**config.mk**
```make
export PLATFORM = sky130hd
export DESIGN_NAME = bsg_axil_to_fifo_bridge
export DESIGN_NICKNAME = d
export VERILOG_FILES = /design/src/rtl/bsg_axil_fifo_pkg.sv /design/src/rtl/bsg_axil_aw_w_join.sv /design/src/rtl/bsg_fifo_1r1w_small.sv /design/src/rtl/bsg_axil_to_fifo_bridge.sv
export SDC_FILE = /design/constraint.sdc
export NUM_CORES = 1
export LEC_CHECK = 0
export ABC_CLOCK_PERIOD_IN_PS = 4270
export BUFFER_PORTS_ARGS = -buffer_cell sky130_fd_sc_hd__clkbuf_2
export CORE_ASPECT_RATIO = 0.5
export CORE_MARGIN = 1
export CORE_UTILIZATION = 37
export DETAILED_ROUTE_END_ITERATION = 12
export GPL_ROUTABILITY_DRIVEN = 0
export PLACE_DENSITY_LB_ADDON = 0.3
export SLEW_MARGIN = 10
export SYNTH_ARGS = -nofsm -noshare
export SYNTH_HDL_FRONTEND = slang
export SYNTH_SLANG_ARGS = --single-unit
```
**constraint.sdc**
```tcl
create_clock -name clk_i -period 4.27 [get_ports clk_i]
set_clock_uncertainty 0.2 [all_clocks]
set_input_delay 0.427 -clock clk_i [delete_from_list [all_inputs] [get_ports clk_i]]
set_output_delay 0.427 -clock clk_i [all_outputs]
set_load 0.05 [all_outputs]
```
**src/rtl/bsg_axil_fifo_pkg.sv**
```systemverilog
// Shared types and AXI response codes for the AXI-Lite to host FIFO bridge.
`ifndef BSG_AXIL_FIFO_PKG_SV
`define BSG_AXIL_FIFO_PKG_SV

`define BSG_AXIL_FIFO_DECLARE_STRUCTS(addr_w, data_w) \
  typedef struct packed { \
    logic [addr_w-1:0]     addr; \
    logic [data_w-1:0]     data; \
    logic [(data_w/8)-1:0] strb; \
  } axil_wr_req_s; \
  typedef struct packed { \
    logic [1:0]        resp; \
    logic [data_w-1:0] data; \
  } axil_rd_rsp_s;

package bsg_axil_fifo_pkg;
  localparam logic [1:0] axi_resp_okay_gp   = 2'b00;
  localparam logic [1:0] axi_resp_slverr_gp = 2'b10;

  function automatic int pending_width(input int n);
    return $clog2(n + 1);
  endfunction
endpackage

`endif

```
**src/rtl/bsg_axil_aw_w_join.sv**
```systemverilog
// Pairs AW and W beats arriving in either order and tracks writes counted against
// the outstanding limit (wr_total) and writes still awaiting a host response (wr_host).
module bsg_axil_aw_w_join
  import bsg_axil_fifo_pkg::*;
  #(parameter int addr_width_p  = 32
  , parameter int data_width_p  = 32
  , parameter int outstanding_p = 4
  , localparam int pend_w_lp = pending_width(outstanding_p)
  , localparam int strb_w_lp = data_width_p / 8)
  (input  logic                    clk_i
  , input  logic                    reset_i
  , input  logic [addr_width_p-1:0] awaddr_i
  , input  logic [2:0]              awprot_i
  , input  logic                    awvalid_i
  , output logic                    awready_o
  , input  logic [data_width_p-1:0] wdata_i
  , input  logic [strb_w_lp-1:0]    wstrb_i
  , input  logic                    wvalid_i
  , output logic                    wready_o
  , input  logic                    req_ready_i
  , output logic                    join_o
  , output logic [addr_width_p-1:0] addr_o
  , output logic [data_width_p-1:0] data_o
  , output logic [strb_w_lp-1:0]    strb_o
  , input  logic                    rsp_push_i
  , input  logic                    b_fire_i
  , output logic [pend_w_lp-1:0]    wr_total_o
  , output logic                    host_pending_o
  );

  logic                 aw_v_r, w_v_r;
  logic                 aw_fire, w_fire;
  logic [pend_w_lp-1:0] wr_total_r, wr_host_r;
  logic [2:0]           awprot_unused_r;

  // A hold register frees up in the same cycle it joins, so back-to-back writes stream.
  assign join_o    = aw_v_r & w_v_r & req_ready_i & (wr_total_r < pend_w_lp'(outstanding_p));
  assign awready_o = ~aw_v_r | join_o;
  assign wready_o  = ~w_v_r | join_o;
  assign aw_fire   = awvalid_i & awready_o;
  assign w_fire    = wvalid_i & wready_o;

  assign wr_total_o     = wr_total_r;
  assign host_pending_o = (wr_host_r != '0);

  always_ff @(posedge clk_i or posedge reset_i) begin
    if (reset_i) begin
      aw_v_r     <= 1'b0;
      w_v_r      <= 1'b0;
      wr_total_r <= '0;
      wr_host_r  <= '0;
    end else begin
      if (aw_fire)     aw_v_r <= 1'b1;
      else if (join_o) aw_v_r <= 1'b0;
      if (w_fire)      w_v_r  <= 1'b1;
      else if (join_o) w_v_r  <= 1'b0;
      case ({join_o, b_fire_i})
        2'b10:   wr_total_r <= wr_total_r + pend_w_lp'(1);
        2'b01:   wr_total_r <= wr_total_r - pend_w_lp'(1);
        default: ;
      endcase
      case ({join_o, rsp_push_i})
        2'b10:   wr_host_r <= wr_host_r + pend_w_lp'(1);
        2'b01:   wr_host_r <= wr_host_r - pend_w_lp'(1);
        default: ;
      endcase
    end
  end

  always_ff @(posedge clk_i) begin
    if (aw_fire) begin
      addr_o          <= awaddr_i;
      awprot_unused_r <= awprot_i;
    end
    if (w_fire) begin
      data_o <= wdata_i;
      strb_o <= wstrb_i;
    end
  end

endmodule

```
**src/rtl/bsg_fifo_1r1w_small.sv**
```systemverilog
// Small circular-buffer FIFO: ready_o is simply "not full", v_o is "not empty".
module bsg_fifo_1r1w_small
  #(parameter int width_p = 8
  , parameter int els_p   = 4
  , localparam int ptr_w_lp = (els_p > 1) ? $clog2(els_p) : 1
  , localparam int cnt_w_lp = $clog2(els_p + 1))
  (input  logic               clk_i
  , input  logic               reset_i
  , input  logic               v_i
  , output logic               ready_o
  , input  logic [width_p-1:0] data_i
  , output logic               v_o
  , output logic [width_p-1:0] data_o
  , input  logic               yumi_i
  );

  logic [width_p-1:0]  mem_r [els_p];
  logic [ptr_w_lp-1:0] rptr_r, wptr_r;
  logic [cnt_w_lp-1:0] count_r;
  logic                enq, deq;

  function automatic logic [ptr_w_lp-1:0] bump(input logic [ptr_w_lp-1:0] p);
    return (p == ptr_w_lp'(els_p - 1)) ? '0 : p + ptr_w_lp'(1);
  endfunction

  assign ready_o = (count_r != cnt_w_lp'(els_p));
  assign v_o     = (count_r != '0);
  assign enq     = v_i & ready_o;
  assign deq     = yumi_i & v_o;
  assign data_o  = mem_r[rptr_r];

  always_ff @(posedge clk_i or posedge reset_i) begin
    if (reset_i) begin
      rptr_r  <= '0;
      wptr_r  <= '0;
      count_r <= '0;
    end else begin
      if (enq) wptr_r <= bump(wptr_r);
      if (deq) rptr_r <= bump(rptr_r);
      case ({enq, deq})
        2'b10:   count_r <= count_r + cnt_w_lp'(1);
        2'b01:   count_r <= count_r - cnt_w_lp'(1);
        default: ;
      endcase
    end
  end

  always_ff @(posedge clk_i) begin
    if (enq) mem_r[wptr_r] <= data_i;
  end

  a_yumi_valid: assert property (@(posedge clk_i) disable iff (reset_i) !(yumi_i && !v_o))
    else $error("fifo yumi_i asserted while empty");

endmodule

```
**src/rtl/bsg_axil_to_fifo_bridge.sv**
```systemverilog
// AXI4-Lite subordinate that queues write/read requests toward a host and returns
// host-supplied responses in order, with separate outstanding limits per direction.
module bsg_axil_to_fifo_bridge
  import bsg_axil_fifo_pkg::*;
  #(parameter int addr_width_p  = 32
  , parameter int data_width_p  = 32
  , parameter int req_els_p     = 4
  , parameter int outstanding_p = 4
  , localparam int pend_w_lp   = pending_width(outstanding_p)
  , localparam int strb_w_lp   = data_width_p / 8
  , localparam int wr_req_w_lp = addr_width_p + data_width_p + strb_w_lp)
  (input  logic                    clk_i
  , input  logic                    async_reset_i
  , input  logic [addr_width_p-1:0] awaddr_i
  , input  logic [2:0]              awprot_i
  , input  logic                    awvalid_i
  , output logic                    awready_o
  , input  logic [data_width_p-1:0] wdata_i
  , input  logic [strb_w_lp-1:0]    wstrb_i
  , input  logic                    wvalid_i
  , output logic                    wready_o
  , output logic [1:0]              bresp_o
  , output logic                    bvalid_o
  , input  logic                    bready_i
  , input  logic [addr_width_p-1:0] araddr_i
  , input  logic [2:0]              arprot_i
  , input  logic                    arvalid_i
  , output logic                    arready_o
  , output logic [data_width_p-1:0] rdata_o
  , output logic [1:0]              rresp_o
  , output logic                    rvalid_o
  , input  logic                    rready_i
  , output logic [wr_req_w_lp-1:0]  wr_req_o
  , output logic                    wr_req_v_o
  , input  logic                    wr_req_yumi_i
  , input  logic [1:0]              wr_rsp_i
  , input  logic                    wr_rsp_v_i
  , output logic                    wr_rsp_ready_o
  , output logic [addr_width_p-1:0] rd_req_o
  , output logic                    rd_req_v_o
  , input  logic                    rd_req_yumi_i
  , input  logic [data_width_p+1:0] rd_rsp_i
  , input  logic                    rd_rsp_v_i
  , output logic                    rd_rsp_ready_o
  , output logic [pend_w_lp-1:0]    wr_pending_o
  , output logic [pend_w_lp-1:0]    rd_pending_o
  );

  `BSG_AXIL_FIFO_DECLARE_STRUCTS(addr_width_p, data_width_p)

  // Handshakes: a transfer happens on a clock edge where valid & ready (AXI side)
  // or v & yumi/ready (host side); ready never depends combinationally on valid.
  axil_wr_req_s              wr_req_in;
  axil_rd_rsp_s              r_head;
  logic                      wr_join, wr_req_ready, b_ready, host_wr_pending;
  logic                      wr_rsp_push, b_fire;
  logic [addr_width_p-1:0]   join_addr;
  logic [data_width_p-1:0]   join_data;
  logic [strb_w_lp-1:0]      join_strb;

  bsg_axil_aw_w_join #(
    .addr_width_p (addr_width_p)
  , .data_width_p (data_width_p)
  , .outstanding_p(outstanding_p)
  ) aw_w_join (
    .clk_i         (clk_i)
  , .reset_i       (async_reset_i)
  , .awaddr_i      (awaddr_i)
  , .awprot_i      (awprot_i)
  , .awvalid_i     (awvalid_i)
  , .awready_o     (awready_o)
  , .wdata_i       (wdata_i)
  , .wstrb_i       (wstrb_i)
  , .wvalid_i      (wvalid_i)
  , .wready_o      (wready_o)
  , .req_ready_i   (wr_req_ready)
  , .join_o        (wr_join)
  , .addr_o        (join_addr)
  , .data_o        (join_data)
  , .strb_o        (join_strb)
  , .rsp_push_i    (wr_rsp_push)
  , .b_fire_i      (b_fire)
  , .wr_total_o    (wr_pending_o)
  , .host_pending_o(host_wr_pending)
  );

  assign wr_req_in = '{addr: join_addr, data: join_data, strb: join_strb};

  bsg_fifo_1r1w_small #(.width_p(wr_req_w_lp), .els_p(req_els_p)) wr_req_fifo (
    .clk_i(clk_i), .reset_i(async_reset_i)
  , .v_i(wr_join), .ready_o(wr_req_ready), .data_i(wr_req_in)
  , .v_o(wr_req_v_o), .data_o(wr_req_o), .yumi_i(wr_req_yumi_i)
  );

  // B FIFO holds at most wr_total entries, so it cannot overflow at depth outstanding_p.
  assign wr_rsp_ready_o = host_wr_pending & b_ready;
  assign wr_rsp_push    = wr_rsp_v_i & wr_rsp_ready_o;
  assign b_fire         = bvalid_o & bready_i;

  bsg_fifo_1r1w_small #(.width_p(2), .els_p(outstanding_p)) b_fifo (
    .clk_i(clk_i), .reset_i(async_reset_i)
  , .v_i(wr_rsp_push), .ready_o(b_ready), .data_i(wr_rsp_i)
  , .v_o(bvalid_o), .data_o(bresp_o), .yumi_i(b_fire)
  );

  logic [pend_w_lp-1:0] rd_total_r, rd_host_r;
  logic                 rd_req_ready, r_ready, ar_fire, rd_rsp_push, r_fire;
  logic [2:0]           arprot_unused_r;

  assign arready_o      = rd_req_ready & (rd_total_r < pend_w_lp'(outstanding_p));
  assign ar_fire        = arvalid_i & arready_o;
  assign rd_rsp_ready_o = (rd_host_r != '0) & r_ready;
  assign rd_rsp_push    = rd_rsp_v_i & rd_rsp_ready_o;
  assign r_fire         = rvalid_o & rready_i;
  assign rd_pending_o   = rd_total_r;

  always_ff @(posedge clk_i or posedge async_reset_i) begin
    if (async_reset_i) begin
      rd_total_r      <= '0;
      rd_host_r       <= '0;
      arprot_unused_r <= '0;
    end else begin
      if (ar_fire) arprot_unused_r <= arprot_i;
      case ({ar_fire, r_fire})
        2'b10:   rd_total_r <= rd_total_r + pend_w_lp'(1);
        2'b01:   rd_total_r <= rd_total_r - pend_w_lp'(1);
        default: ;
      endcase
      case ({ar_fire, rd_rsp_push})
        2'b10:   rd_host_r <= rd_host_r + pend_w_lp'(1);
        2'b01:   rd_host_r <= rd_host_r - pend_w_lp'(1);
        default: ;
      endcase
    end
  end

  bsg_fifo_1r1w_small #(.width_p(addr_width_p), .els_p(req_els_p)) rd_req_fifo (
    .clk_i(clk_i), .reset_i(async_reset_i)
  , .v_i(ar_fire), .ready_o(rd_req_ready), .data_i(araddr_i)
  , .v_o(rd_req_v_o), .data_o(rd_req_o), .yumi_i(rd_req_yumi_i)
  );

  bsg_fifo_1r1w_small #(.width_p(data_width_p + 2), .els_p(outstanding_p)) r_fifo (
    .clk_i(clk_i), .reset_i(async_reset_i)
  , .v_i(rd_rsp_push), .ready_o(r_ready), .data_i(rd_rsp_i)
  , .v_o(rvalid_o), .data_o(r_head), .yumi_i(r_fire)
  );

  assign rresp_o = r_head.resp;
  assign rdata_o = r_head.data;

  a_wr_rsp_ready: assert property (@(posedge clk_i) disable iff (async_reset_i)
    !(wr_rsp_v_i && !wr_rsp_ready_o)) else $error("wr_rsp push while not ready");
  a_rd_rsp_ready: assert property (@(posedge clk_i) disable iff (async_reset_i)
    !(rd_rsp_v_i && !rd_rsp_ready_o)) else $error("rd_rsp push while not ready");

endmodule

```
==> key figures, run 1 <==
Min path
  – Hold path start: wr_req_yumi_i
  – Hold Crit Class: primary input to register

Die
  – Die Width: 364 µm
  – Row cnt: 65
  – I/O pin count: 304
  – Die H: 183 µm
  – Core area: 63800 µm²
  – Die footprint: 66500 µm²
  – Starting Density: 0.379

Pwr
  – Peak supply drop: 0.518 mV
  – Pwr dens: 786 nW/µm²
  – Gate power share: 0.386
  – Clk pwr share: 0.212
  – Pint: 14400 µW
  – Switching share of power: 0.391
  – Flop pwr share: 0.402
  – P_sw: 9270 µW
  – P_leak: 0.0106 µW

STA
  – Final period util: 0.772
  – F_max: 303 MHz
  – TNS Setup: 0 ns
  – Min Hold Slack: 0.0702 ns
  – RSZ-0062 raised after global routing: false
  – Final worst slack: 0.975 ns
  – Min Tclk post-route: 3.30 ns
  – Slew Limit Fails: 0
  – Final Hold Vio Count: 0
  – Final Setup Violations: 0
  – Slew HR: 0.380
  – Worst-Margin Slew: 0.930 ns

Setup path
  – Top delay family on crit path: flip-flops
  – CP cell instances: buf_12 > mux4_2 > clkbuf_2
  – Number of buffers and inverters on the critical path: 2
  – Setup crit end: wr_req_o[16]
  – Worst Setup SP: wr_req_fifo.rptr_r[0]
  – Worst-path maximum fanout: 47
  – R2r worst-path depth: 8
  – FF-to-FF End: wr_req_fifo.count_r[2]
  – Setup CP Type: register to output port
  – Critical Path RT: 3.64 ns
  – Type of origin of the critical path: register
  – Worst setup EP type: output port
  – Worst Path Arrival: 2.67 ns
  – Critical path's slowest cell: dfrtp_4
  – Crit path largest cell delay: 0.76 ns
  – Critical R2R Launch: wr_req_fifo.count_r[1]
  – WP depth: 3
  – R2R Setup Slk: 1.41 ns

CTS
  – CTS clock-pin slew for the worst setup and hold paths: 0.06 ns
  – Num CTS Buffers: 58
  – CTS H-tree depth: 2
  – Number of buffers inserted by post-CTS setup repair: 0
  – Max Root-Sink Buffers: 3
  – Worst-Skew Late Latency: 0.61 ns
  – CTS resizes: 0
  – CTS root buffer: clkbuf_16
  – TritonCTS clock tree: built
  – Clk sink count: 654

Yosys
  – Primary FF master, synth: edfxtp_1
  – Post-Syn Nets: 1201
  – Ys async rst share: 0.0642
  – Compound-Gate Fraction of Synth Area: 0.00470
  – Post-Syn Area: 24200 µm²
  – Register area share after synthesis: 0.803
  – Largest area contributor in the synthesized netlist: edfxtp_1
  – Post-synthesis register bit count: 654
  – Most numerous cell in the Yosys netlist: edfxtp_1
  – Syn_area_per_cell: 23.9 µm²
  – Commonest cells post-synth: 612 x edfxtp_1, 136 x mux4_2, 42 x dfrtp_1, 42 x inv_1, 28 x ha_1
  – Distinct cells, synth: 30
  – Adder-cell share of the synthesized area: 0.0211
  – Post-Synth XOR/XNOR Area: 0.00868
  – Top cells by area, synth: edfxtp_1 76%, mux4_2 13%, dfrtp_1 4.3%
  – Syn Inst Count: 1012
  – Mux contribution to synthesized area: 0.138
  – Share of the synthesized area in the top cell type: 0.759
  – Ys Warns: 0
  – Post-synth EDFFs: 612
  – Simple-gate area share of the yosys netlist: 0.0109
  – Main combinational cell family by area after synthesis: multiplexers

Global route
  – Total GRT Usage: 0.141
  – Largest net degree at the start of global routing: 69
  – Vias in the first global route: 12500
  – Initial antenna violation count: 0
  – First-pass GRT wire length: 71.3 mm
  – GR Overflow Total: 0

Place
  – Hpwl dp: 28.5 mm
  – Port Buffers: 297
  – Pre-CTS WS: 1.41 ns
  – Placed cell area: 26900 µm²

Final layout
  – Final net count: 1687
  – Share of cells above drive strength 1: 0.370
  – P&R area growth vs syn: 24.5%
  – Register Area: 19400 µm²
  – Antenna cells: 0
  – Fillers: 5304
  – Fin area: 30100 µm²
  – Multi-input logic area: 4490 µm²

Routing
  – Routed Antenna Nets: 0
  – Residual DRC: 0
  – Drt total wl: 46.5 mm
  – Vias post-DR: 11300
  – DRT Pass-1 Iters: 4
  – Drt wl/cell: 19.2 µm
  – Vias per inst: 4.69
  – DRT iter0 DRCs: 730

Status
  – Status: finished, final reports clean

Job
  – MaxCap Viol Count: 0
[state kept, by name, summed over array words and instances (netlist names), 2 cells and up]
name / count
wr_req_fifo.mem_r: 272
r_fifo.mem_r: 136
rd_req_fifo.mem_r: 128
aw_w_join.addr_o: 32
aw_w_join.data_o: 32
b_fifo.mem_r: 8
aw_w_join.strb_o: 4
aw_w_join.wr_host_r: 3
aw_w_join.wr_total_o: 3
b_fifo.count_r: 3
r_fifo.count_r: 3
rd_host_r: 3
rd_pending_o: 3
rd_req_fifo.count_r: 3
wr_req_fifo.count_r: 3
b_fifo.rptr_r: 2
b_fifo.wptr_r: 2
r_fifo.rptr_r: 2
r_fifo.wptr_r: 2
rd_req_fifo.rptr_r: 2
rd_req_fifo.wptr_r: 2
wr_req_fifo.rptr_r: 2
wr_req_fifo.wptr_r: 2
[tightest hold or removal path, stage by stage]
cell	delay (ns)
clkbuf_2	0.08
nand2_1	0.16
mux2_2	0.18
[kinds of logic (layout without fill, tap and decap cells)]
logic type | after synthesis | in the layout
buffers and inverters | 75 | 610
flip-flops | 654 | 654
multiplexers | 160 | 160
AND/OR/NAND/NOR | 51 | 51
AO/OA/AOI/OAI | 12 | 12
XOR/XNOR | 24 | 24
adder cells (fa/ha/maj) | 36 | 36
[power by group through the flow]
stage	Sequential, µW	Clock, µW	Combinational [µW]
2_1_floorplan	9540	0	7020
3_3_place_gp	9550	0	9050
3_5_place_dp	9690	0	9220
4_1_cts	9560	5170	9350
5_1_grt	9700	5400	9660
6_report	9530	5020	9140
[through the flow]
| step | instances | total power (µW) | utilization |
|---|---|---|---|
| finish | 2418 | 23700 | 0.472 |
| global route | 2418 | 24800 | 0.472 |
| CTS | 2418 | 24100 | 0.472 |
| detailed placement | 2168 | 18900 | 0.421 |
| global placement | 2168 | 18600 | 0.421 |
| floorplan | 1012 | 16600 | - |
[how the worst min path moves through the flow]
stage / to / slack [ns] / cells after the start
final: wr_req_fifo.rptr_r[1] / 0.07 / 3
after global routing: wr_req_fifo.rptr_r[0] / 0.05 / 3
after CTS: wr_req_fifo.rptr_r[1] / 0.03 / 3
after detailed placement: aw_w_join.wr_host_r[2] / 0.26 / 1
after global placement: rd_host_r[2] / 0.26 / 1
after floorplan: aw_w_join.wr_host_r[2] / 0.24 / 1
[cells in the final DEF (no fill, tap or decap), types with 8 or more instances in the layout]
master         instances
xnor2_1                9
clkinv_1              14
nor2_1                19
fa_1                   8
edfxtp_1             612
clkinv_2              14
ha_1                  28
xor2_1                15
clkbuf_2             297
buf_4                 15
mux4_2               136
dfrtp_1               38
dlygate4sd3_1        141
mux2_2                13
clkbuf_1              13
inv_1                 41
clkbuf_16             58
and2_1                12
[final cells by class]
class / count / share of cell area
sequential: 654 / 0.645
multi-input combinational: 283 / 0.149
timing repair buffer: 459 / 0.104
clock buffer: 71 / 0.0498
tap: 871 / 0.0362
clock inverter: 38 / 0.0108
inverter: 42 / 0.00523
[timing repair]
action                                  in CTS  in global routing
hold buffers                               141                  0
endpoints found under the setup margin       0                  0
hold endpoints to repair                   387                  0
[routing by layer]
layer  GRT usage  up-vias  share of wire
met4      0.0358        0          0.020
met1       0.155     6010           0.37
met3      0.0238       67          0.028
met5           0        -              0
met2       0.277      150           0.58
li1            -     5114              -
(Power assumes the default switching activity.)
==> inputs of run 2 (changes only) <==
ABC_AREA = 1   (was default)
ABC_CLOCK_PERIOD_IN_PS = 3500   (was 4270)
clock period = 3.5 ns   (was 4.27 ns; I/O delays follow)
==> key figures, run 2 <==
Status
  – Status: finished, final reports clean

Place
  – Pre-CTS WS: 0.894 ns
  – Placed cell area: 27400 µm²
  – Hpwl dp: 30.5 mm
  – Port Buffers: 297

Global route
  – Total GRT Usage: 0.155
  – Vias in the first global route: 14900
  – Initial antenna violation count: 0
  – First-pass GRT wire length: 81.8 mm
  – GR Overflow Total: 0
  – Largest net degree at the start of global routing: 140

Routing
  – Vias post-DR: 14900
  – Top sig layer: met4
  – DRT iter0 DRCs: 723
  – WL met1: 21.5 mm
  – Residual DRC: 0
  – DR WL met3: 1.74 mm
  – Vias per inst: 4.81
  – Routed Antenna Nets: 0
  – Met2 Wirelength: 29.6 mm
  – Drt wl/cell: 17.4 µm
  – Drt total wl: 53.9 mm
  – DRT Pass-1 Iters: 6

Yosys
  – Ys async rst share: 0.0642
  – Top cells by area, synth: edfxtp_1 74%, o21ai_0 5.6%, nor2_1 4.5%
  – Largest area contributor in the synthesized netlist: edfxtp_1
  – Syn Inst Count: 1710
  – Share of the synthesized area in the top cell type: 0.744
  – Post-synthesis register bit count: 654
  – Post-Syn Nets: 1899
  – Syn_area_per_cell: 14.4 µm²
  – Register area share after synthesis: 0.786
  – Post-synth EDFFs: 612
  – Primary FF master, synth: edfxtp_1
  – Distinct cells, synth: 25
  – Ys Warns: 0
  – Most numerous cell in the Yosys netlist: edfxtp_1
  – Commonest cells post-synth: 612 x edfxtp_1, 294 x nor2_1, 274 x o21ai_0
  – Post-Syn Area: 24700 µm²

CTS
  – Clk sink count: 654
  – Number of buffers inserted by post-CTS setup repair: 0
  – CTS resizes: 0
  – Hold_buf cts: 146
  – Worst-Skew Late Latency: 0.60 ns
  – Max Root-Sink Buffers: 3
  – CTS H-tree depth: 2
  – TritonCTS clock tree: built
  – Num CTS Buffers: 57
  – CTS clock-pin slew for the worst setup and hold paths: 0.07 ns
  – CTS root buffer: clkbuf_16

Setup path
  – Worst-path maximum fanout: 54
  – Worst Path Arrival: 2.46 ns
  – Setup CP Type: register to output port
  – Critical Path RT: 2.95 ns
  – Type of origin of the critical path: register
  – Worst setup EP type: output port
  – R2R Setup Slk: 0.89 ns

Die
  – Die footprint: 67900 µm²
  – Die Width: 367 µm
  – Core area: 65500 µm²
  – I/O pin count: 304
  – Die H: 185 µm
  – Starting Density: 0.377
  – Row cnt: 66

STA
  – Final worst slack: 0.493 ns
  – Final period util: 0.859
  – Final Setup Violations: 0
  – Worst-Margin Slew: 0.983 ns
  – RSZ-0062 raised after global routing: false
  – Slew Limit Fails: 0
  – F_max: 333 MHz
  – Final Hold Vio Count: 0
  – Slew HR: 0.344
  – Min Tclk post-route: 3.01 ns

Final layout
  – Top flop regs: wr_req_fifo.mem_r: 272 flops, r_fifo.mem_r: 136 flops, rd_req_fifo.mem_r: 128 flops
  – Fin area: 30700 µm²
  – Register Area: 19400 µm²
  – Max reg flops: 272
  – Post-Route Utilization: 0.469
  – Share of cells above drive strength 1: 0.205
  – Multi-input logic area: 4630 µm²
  – Fillers: 5741
  – P&R area growth vs syn: 24.4%
  – Final net count: 2353
  – Most common cell after layout, fill and taps aside: edfxtp_1
  – Commonest non-fill, non-tap cells in the layout: 612 x edfxtp_1, 297 x clkbuf_2, 282 x nor2_1
  – Top reg by flops: wr_req_fifo.mem_r
  – Antenna cells: 0

Pwr
  – Peak supply drop: 0.496 mV
  – Pwr dens: 782 nW/µm²
  – P_leak: 0.0112 µW
  – Overall power: 24000 µW

Min path
  – Hold Crit Class: primary input to register

Job
  – MaxCap Viol Count: 0
run 2: cell count changes in the layout (fill, tap and decap cells not counted), sizes merged, moves of 43 or more:
cell and delta:
o22ai +136, inv +43, nor2 +271, mux4 -136
o21ai +284, nand2 +75
run 2: per-layer routing:
metal / global-route usage / vias to the layer above
li1: - / 7213
met3: 0.0247 / 77
met5: 0 / -
met4: 0.0393 / 0
met1: 0.179 / 7392
met2: 0.298 / 204
run 2: area by class of cell:
type                    count  area share
inverters                  85      0.0105
flip-flops and latches    654       0.633
clock buffers              78      0.0517
well taps                 884      0.0360
multi-input cells         887       0.151
clock inverters            30     0.00961
repair buffers            479       0.109
run 2: where the power goes:
group	switching, µW	leakage (µW)	internal [µW]
Sequential	474	0.00609	10100
Combinational	5450	0.00416	1660
Clock	2790	0.000907	3560
run 2: worst paths after layout:
path | startpoint | depth (start not counted) | endpoint
hold / removal | wdata_i[5] | 2 | aw_w_join.data_o[5]
hold reg to reg | rd_req_fifo.count_r[0] | 1 | rd_req_fifo.count_r[0]
min in group asynchronous | async_reset_i | 3 | b_fifo.rptr_r[1]
max in group asynchronous | async_reset_i | 3 | wr_req_fifo.rptr_r[0]
setup / recovery | wr_req_fifo.rptr_r[0] | 5 | wr_req_o[41]
setup reg to reg | r_fifo.count_r[0] | 9 | r_fifo.count_r[2]
run 2: logic make-up (layout without fill, tap and decap cells):
family	count (synthesis)	in the layout	synth area share
AO/OA/AOI/OAI	423	423	0.0926
flip-flops	654	654	0.786
XOR/XNOR	9	9	0.00319
AND/OR/NAND/NOR	419	419	0.0672
buffers and inverters	169	672	0.0299
adder cells (fa/ha/maj)	36	36	0.0207
run 2: critical path, stage by stage, from the launching register on:
cell and delay, ns:
dfrtp_4 0.50, inv_4 0.33, buf_12 0.30, o21ai_0 0.12, o22ai_1 0.25, clkbuf_2 0.34
run 2: through the flow:
step	hold slack, ns	setup TNS, ns	std cells
after floorplan	0.242	-14.39	1710
after global placement	0.258	0	2843
after detailed placement	0.264	0	2843
after CTS	0.223	0	3097
after global routing	0.241	0	3097
final	0.264	0	3097
==> inputs of run 3 (changes only) <==
ABC_CLOCK_PERIOD_IN_PS = 2500   (was 3500)
clock period = 2.5 ns   (was 3.5 ns; I/O delays follow)
==> key figures, run 3 (synthesized netlist as in run 2, its figures left out) <==
Global route
  – Total GRT Usage: 0.168
  – Vias in the first global route: 15500
  – First-pass GRT wire length: 88.2 mm
  – Largest net degree at the start of global routing: 59
  – Initial antenna violation count: 0
  – GR Overflow Total: 0

CTS
  – TritonCTS clock tree: built
  – Worst-Skew Late Latency: 0.63 ns
  – Max Root-Sink Buffers: 3
  – Num CTS Buffers: 57
  – CTS root buffer: clkbuf_16
  – CTS clock-pin slew for the worst setup and hold paths: 0.07 ns
  – CTS H-tree depth: 2
  – Clk sink count: 654

Pwr
  – Pwr dens: 1170 nW/µm²
  – Flop pwr share: 0.375
  – Peak supply drop: 0.762 mV
  – Overall power: 39600 µW
  – P_leak: 0.0124 µW
  – P_sw: 13900 µW
  – Switching share of power: 0.351
  – Gate power share: 0.395
  – Clk pwr share: 0.230
  – Pint: 25700 µW

STA
  – Final period util: 1.02
  – Final worst slack: -0.0594 ns
  – Min Tclk post-route: 2.56 ns
  – Slew Limit Fails: 0
  – TNS Setup: -0.271 ns
  – Final Setup Violations: 15
  – Final Hold Vio Count: 0
  – RSZ-0062 raised after global routing: true
  – Slew HR: 0.591
  – F_max: 391 MHz
  – Worst-Margin Slew: 0.613 ns
  – Min Hold Slack: 0.0422 ns

Final layout
  – Max reg flops: 272
  – Final net count: 2413
  – Most common cell after layout, fill and taps aside: edfxtp_1
  – Fillers: 5323
  – Top flop regs: wr_req_fifo.mem_r: 272 flops, r_fifo.mem_r: 136 flops, rd_req_fifo.mem_r: 128 flops
  – Fin area: 33800 µm²
  – Share of cells above drive strength 1: 0.278
  – Layout Cells excl Fill: 3155
  – Top reg by flops: wr_req_fifo.mem_r
  – Antenna cells: 0
  – Commonest non-fill, non-tap cells in the layout: 612 x edfxtp_1, 250 x nor2_1, 182 x o21ai_0
  – P&R area growth vs syn: 36.9%

Die
  – Die footprint: 67900 µm²
  – Die H: 185 µm
  – Row cnt: 66
  – Core area: 65500 µm²
  – I/O pin count: 304
  – Die Width: 367 µm
  – Starting Density: 0.377

Setup path
  – Critical path's slowest cell: dfrtp_4
  – Crit path largest cell delay: 0.57 ns
  – Most frequent CP cell: buf_12
  – Setup CP Type: register to output port
  – Worst Setup SP: wr_req_fifo.rptr_r[0]
  – CP cell instances: buf_12 > buf_16 > o21ai_0 > o22ai_1 > buf_12
  – Critical R2R Launch: rd_req_fifo.count_r[0]
  – Worst Path Arrival: 2.11 ns
  – Worst-path maximum fanout: 7
  – R2R Setup Slk: 0.26 ns
  – Type of origin of the critical path: register
  – Worst setup EP type: output port
  – Critical Path RT: 2.05 ns

Routing
  – DRT iter0 DRCs: 966
  – Drt total wl: 61.9 mm
  – Vias per inst: 4.96
  – Vias post-DR: 15700
  – Routed Antenna Nets: 0
  – Residual DRC: 0
  – DRT Pass-1 Iters: 5
  – Drt wl/cell: 19.6 µm

Place
  – Hpwl dp: 31.9 mm
  – Placed cell area: 28700 µm²
  – Port Buffers: 297
  – Placed insts: 2858

Status
  – Status: complete, but fails checks
  – Failing checks: negative setup slack

Job
  – MaxCap Viol Count: 0

Min path
  – Hold Crit Class: primary input to async pin
==> run 3: critical path: cells and delay by family, from the launching register on <==
family | cells | cell delay (ns)
compound gates | 2 | 0.37
buf+inv | 3 | 0.51
flops | 1 | 0.57
==> run 3: what timing repair did <==
item | in CTS | in global routing
hold buffers | 146 | 0
resized for setup | 151 | 221
hold endpoints to repair | 410 | 0
cloned | 10 | 20
pin swaps | 17 | 20
setup endpoints to repair | 127 | 121
buffers inserted | 11 | 4
==> run 3: metal layers <==
metal | vias to the layer above | routed length (µm) | global-route usage
li1 | 7352 | - | -
met1 | 7852 | 24700 | 0.199
met2 | 347 | 32900 | 0.309
met3 | 108 | 2520 | 0.0280
met4 | 0 | 1820 | 0.0592
met5 | - | 0 | 0
==> run 3: per-stage QoR <==
| step | utilization | setup slack, ns |
|---|---|---|
| floorplan | - | -0.486 |
| global placement | 0.438 | 0.305 |
| detailed placement | 0.438 | 0.279 |
| CTS | 0.502 | -0.0905 |
| global route | 0.517 | -0.139 |
| finish | 0.517 | -0.0594 |
==> run 3: path summary, 6_finish.rpt <==
check                                              end  cells after the start
worst max-delay path                      wr_req_o[18]                      5
worst min-delay path                  b_fifo.rptr_r[0]                      3
worst max register to register  rd_req_fifo.count_r[2]                      9
worst min register to register       r_fifo.count_r[0]                      1
max in group asynchronous        rd_req_fifo.rptr_r[0]                      4
min in group clk_i                aw_w_join.data_o[30]                      2
==> run 3: final cells by class <==
| class | instances | area (µm²) | share of cell area |
|---|---|---|---|
| inverters | 85 | 357 | 0.0105 |
| flip-flops and latches | 654 | 19400 | 0.575 |
| clock inverters | 32 | 389 | 0.0115 |
| clock buffers | 74 | 1530 | 0.0453 |
| repair inverters | 2 | 32.5 | 0.000962 |
| multi-input cells | 887 | 5180 | 0.153 |
| repair buffers | 537 | 5790 | 0.171 |
| well taps | 884 | 1110 | 0.0327 |
==> run 3: power groups by stage <==
stage / logic, µW / clock network [µW] / registers (µW)
floorplan: 7160 / 0 / 14900
global placement: 13000 / 0 / 15000
detailed placement: 13100 / 0 / 15000
CTS: 14600 / 9300 / 14800
global route: 16400 / 9730 / 15000
finish: 15600 / 9130 / 14900
